===== config.mk =====
export PLATFORM = sky130hd
export DESIGN_NAME = rom_streamer
export DESIGN_NICKNAME = d
export VERILOG_FILES = /design/src/rtl/rom_streamer.sv
export SDC_FILE = /design/constraint.sdc
export NUM_CORES = 1
export LEC_CHECK = 0
export ABC_AREA = 1
export BUFFER_PORTS_ARGS = -buffer_cell sky130_fd_sc_hd__buf_2
export CORE_UTILIZATION = 45
export CTS_CLUSTER_DIAMETER = 60
export DETAILED_ROUTE_END_ITERATION = 7
export GPL_TIMING_DRIVEN = 0
export PLACE_DENSITY_LB_ADDON = 0.25
export SLEW_MARGIN = 10
export SYNTH_ARGS = -nofsm -noshare
export SYNTH_HDL_FRONTEND = slang
export SYNTH_SLANG_ARGS = --single-unit

===== constraint.sdc =====
create_clock -name clk -period 3.7 [get_ports clk]
set_clock_uncertainty 0.15 [all_clocks]
set_input_delay 0.74 -clock clk [delete_from_list [all_inputs] [get_ports clk]]
set_output_delay 0.74 -clock clk [all_outputs]
set_load 0.005 [all_outputs]

===== src/rtl/rom_streamer.sv =====
// Host-side streamer for the tinysoc ROM loader: holds a small program image and
// replays it as 6-bit half-words on the target's io_in[7:2] while it comes out of reset.
module rom_streamer #(
  parameter int RST_CYCLES  = 2,
  parameter int INSTR_WIDTH = 12,
  parameter int DEPTH       = 8
) (
  input  logic                     clk,
  input  logic                     rst,
  input  logic                     wr_en,
  input  logic [$clog2(DEPTH)-1:0] wr_addr,
  input  logic [INSTR_WIDTH-1:0]   wr_data,
  input  logic                     start,
  input  logic [3:0]               gpi,
  output logic                     busy,
  output logic                     done,
  output logic                     wr_err,
  output logic                     tgt_rst,
  output logic [INSTR_WIDTH/2-1:0] tgt_data
);

  localparam int HALF  = INSTR_WIDTH / 2;
  localparam int BEATS = 2 * DEPTH;
  localparam int BW    = $clog2(BEATS);
  localparam int CW    = 4;

  typedef enum logic [1:0] {
    S_IDLE   = 2'd0,
    S_RESET  = 2'd1,
    S_STREAM = 2'd2,
    S_DONE   = 2'd3
  } state_t;

  state_t                 state_q, state_d;
  logic [CW-1:0]          cnt_q, cnt_d;
  logic [BW-1:0]          beat_q, beat_d;
  logic [INSTR_WIDTH-1:0] image_q [DEPTH];
  logic [INSTR_WIDTH-1:0] image_d [DEPTH];
  logic                   tgt_rst_q, tgt_rst_d;
  logic [HALF-1:0]        tgt_data_q, tgt_data_d;
  logic                   busy_q, busy_d;
  logic                   done_q, done_d;
  logic                   wr_err_q, wr_err_d;

  logic [BW-1:0]          nxt_beat;
  logic [INSTR_WIDTH-1:0] nxt_entry;
  logic                   in_busy;

  assign in_busy   = (state_q == S_RESET) || (state_q == S_STREAM);
  assign nxt_beat  = beat_q + 1'b1;
  assign nxt_entry = image_q[nxt_beat[BW-1:1]];

  always_comb begin
    state_d    = state_q;
    cnt_d      = cnt_q;
    beat_d     = beat_q;
    image_d    = image_q;
    tgt_rst_d  = tgt_rst_q;
    tgt_data_d = tgt_data_q;
    wr_err_d   = wr_en && in_busy;

    // The image only changes while the target is not being loaded.
    if (wr_en && !in_busy) begin
      image_d[wr_addr] = wr_data;
    end

    case (state_q)
      S_IDLE: begin
        tgt_rst_d  = 1'b1;
        tgt_data_d = '0;
        if (start) begin
          state_d = S_RESET;
          cnt_d   = CW'(RST_CYCLES - 1);
        end
      end
      S_RESET: begin
        tgt_rst_d  = 1'b1;
        tgt_data_d = '0;
        if (cnt_q == '0) begin
          state_d    = S_STREAM;
          tgt_rst_d  = 1'b0;
          tgt_data_d = image_q[0][HALF-1:0];
          beat_d     = '0;
        end else begin
          cnt_d = cnt_q - 1'b1;
        end
      end
      S_STREAM: begin
        tgt_rst_d = 1'b0;
        if (beat_q == BW'(BEATS - 1)) begin
          state_d    = S_DONE;
          tgt_data_d = {gpi, 2'b00};
        end else begin
          beat_d     = nxt_beat;
          tgt_data_d = nxt_beat[0] ? nxt_entry[INSTR_WIDTH-1:HALF] : nxt_entry[HALF-1:0];
        end
      end
      S_DONE: begin
        tgt_rst_d  = 1'b0;
        tgt_data_d = {gpi, 2'b00};
        // A restart re-resets the target before the full reload.
        if (start) begin
          state_d    = S_RESET;
          cnt_d      = CW'(RST_CYCLES - 1);
          tgt_rst_d  = 1'b1;
          tgt_data_d = '0;
        end
      end
      default: begin
        state_d    = S_IDLE;
        tgt_rst_d  = 1'b1;
        tgt_data_d = '0;
      end
    endcase

    busy_d = (state_d == S_RESET) || (state_d == S_STREAM);
    done_d = (state_d == S_DONE);
  end

  always_ff @(posedge clk or negedge rst) begin
    if (!rst) begin
      state_q    <= S_IDLE;
      cnt_q      <= '0;
      beat_q     <= '0;
      tgt_rst_q  <= 1'b1;
      tgt_data_q <= '0;
      busy_q     <= 1'b0;
      done_q     <= 1'b0;
      wr_err_q   <= 1'b0;
      for (int i = 0; i < DEPTH; i++) begin
        image_q[i] <= '0;
      end
    end else begin
      state_q    <= state_d;
      cnt_q      <= cnt_d;
      beat_q     <= beat_d;
      tgt_rst_q  <= tgt_rst_d;
      tgt_data_q <= tgt_data_d;
      busy_q     <= busy_d;
      done_q     <= done_d;
      wr_err_q   <= wr_err_d;
      image_q    <= image_d;
    end
  end

  assign busy     = busy_q;
  assign done     = done_q;
  assign wr_err   = wr_err_q;
  assign tgt_rst  = tgt_rst_q;
  assign tgt_data = tgt_data_q;

endmodule


==> flow_summary.toml <==
[die]
pin_count = 33
row_count = 41
die_h_um = 116
initial_core_util_pct = 46.3
dieArea_mm2 = 0.0135
die_x_um = 116
core_region_area_mm2 = 0.0127

[global_routing]
antenna_found_initial = 0
grt_pass1_vias = 4933
grt_overflow_total = 0
track_usage_pct = 27.2
grt_pass1_wl_um = 26400
grt_start_max_net_pins = 61

[power_and_ir_drop]
power_density_mw_per_mm2 = 958
p_leak_nw = 3.57
vdd_ir_drop_max_mv = 0.408
p_total_mw = 6.51

[worst_hold_path]
min_path_type = "in2async"

[layout]
synthToLayoutAreaGrowth_pct = 15.8
regArea_mm2 = 0.00290
multi_input_area_mm2 = 0.00229
fin_cells = 999
n_antenna_cell = 0
fillers = 1243
drive_gt1_share_pct = 13.8
fin_nets = 847

[placement]
gp_congestion = 0.970
hpwl_um = 12200
dp.cells = 970
portBuffers = 32

[critical_path]
crit_path_end = "image_q[3]"
setup.worst_path.class = "reg2reg"
reg2regPathDepth = 8
path_depth = 8
slowest_delay_ns = 0.40
critPathTopFamily = "buffers and inverters"
path_buf_inv = 3
ff2ff_setup_slack_ns = 1.45
critical_path.max_fanout = 10
timing.rr.end = "image_q[3]"
start_kind = "flop"
setup.worst_path.end_class = "flop"
cp.required_ns = 3.87
slowest_stage = "dfrtp_1"
arrival_ns = 2.42
path_cells = "inv_1, ha_1, inv_2, nand2_4, nor2_4, nand3_2, clkbuf_1, o21ai_0"
worstReg2RegStart = "state_q[0]"
cp-startpoint = "state_q[0]"

[timing]
tightest_slew_ns = 0.547
setup_violations = 0
hold_violations = 0
period_share_pct = 60.8
fmax_mhz = 445
slew_viol_final = 0
rsz0062_at_grt = "no"
setup_tns_ns = 0
period_minus_slack_ns = 2.25
slew_headroom_pct = 63.5
fin_hold_ws_ns = 0.130

[clock_network]
cts_htree_levels = 4
insertion_delay_ns = 0.42
cts_tree = "done"
cts_sinks = 116
numCtsBuffers = 17
cts-hold-fix-buffers = 0
post_cts_buffers = 0
cts_resized = 0
path_clk_slew_ns = 0.05
cts_buffer_depth = 2
clock-root-buffer = "clkbuf_16"

[synthesis]
ys_async_sr_fraction_pct = 100
synth.area.top_cells = "dfrtp_1 49%, nand2_1 18%, o21ai_0 8.2%"
synth_area_mm2 = 0.00587
yosys.area.top_type = "dfrtp_1"
ys_types = 34
synth_flop_cell = "dfrtp_1"
synth_area_per_cell_um2 = 7.67
yosysSeqAreaShare_pct = 49.5
synth_nets = 795
ys_ff_latch = 116
ys_warn_count = 0
synth_edf_count = 0
synth_top_area_share_pct = 49.0
syn_inst = 765

[route]
drcViolationCount = 0
firstDrtPassIters = 5
routed_wl_um = 16600
routedWlPerCell_um = 16.6
ant_nets = 0
drtIter0Drc = 445
via_count = 5157
via_per_inst = 5.16

[run_status]
outcome = "completed"

[run]
maxCapViolCount = 0
[power by group]
part           total, mW  leakage, nW  switching (mW)  internal (mW)
combinational       2.88         1.85            1.88           1.01
sequential          2.18         1.45           0.302           1.88
clock               1.44        0.264           0.538          0.904
total               6.51         3.57            2.72           3.79
[synthesized netlist by cell type (all sizes together) (2+ instances only)]
| library cell | number |
|---|---|
| o21ai | 113 |
| nand3 | 48 |
| dfrtp | 115 |
| o22ai | 4 |
| a21oi | 9 |
| nand2 | 285 |
| ha | 7 |
| buf | 26 |
| nor2 | 15 |
| nand4 | 2 |
| a22oi | 5 |
| inv | 119 |
| nor3 | 4 |
| clkbuf | 7 |
[cells by family (layout without fill, tap and decap cells)]
kind of cell,after synthesis,after routing,synth area share (%)
simple gates,354,354,25.1
buf+inv,153,215,11.4
compound gates,133,133,12.2
flops,116,116,49.5
fa+ha+maj,7,7,1.49
xor+xnor,2,2,0.299
[worst min path at each step]
| stage | from | end | cells after the start |
|---|---|---|---|
| after floorplan | rst | beat_q[0] | 0 |
| after global placement | image_q[44] | image_q[44] | 2 |
| after detailed placement | image_q[44] | image_q[44] | 2 |
| after CTS | rst | image_q[25] | 1 |
| after global routing | rst | image_q[48] | 1 |
| final | rst | image_q[49] | 1 |
[cells in the final DEF, fill, tap and decap left out, types with 8 or more instances in the layout]
master     count
nand2_1      281
inv_1        116
dfrtp_1      115
o21ai_0       96
buf_2         47
nand3_1       45
clkbuf_16     17
nor2_1        11
a21oi_1        9
o21ai_1        9
o21ai_2        8
[worst register-to-register path: cells and delay by family, from the launching register on]
family	cells	cell delay, ns
adder cells (fa/ha/maj)	1	0.40
AO/OA/AOI/OAI	1	0.24
buffers and inverters	3	0.55
AND/OR/NAND/NOR	3	0.42
flip-flops	1	0.40
[sequential cells by signal, indices dropped and copies added (netlist names)]
name,count
beat_q,4
busy,1
cnt_q,4
done,1
image_q,96
state_q,2
tgt_data,6
tgt_rst,1
wr_err,1
[area by class of cell]
type,count,area share (%)
plain buffers,33,3.19
clock buffers,23,7.18
clock inverters,6,0.442
inverters,120,6.68
multi-input cells,496,33.8
flip-flops and latches,116,42.7
well taps,172,3.17
repair buffers,33,2.85
[metrics by stage]
step	worst slack [ns]	cell area (µm²)	utilization, %
2_1_floorplan	1.83	5870	-
3_3_place_gp	0.392	6240	49.3
3_5_place_dp	1.48	6280	49.5
4_1_cts	1.47	6800	53.6
5_1_grt	1.28	6800	53.6
6_report	1.45	6800	53.6
[layer usage]
metal | track usage [%] | vias up | share of wire, %
met5 | 0 | - | 0
met4 | 10.8 | 0 | 2.3
met3 | 6.75 | 28 | 6.2
met2 | 42.3 | 154 | 45
met1 | 36.6 | 2504 | 46
li1 | - | 2471 | -
No activity file was read; power rests on OpenSTA's default activity.
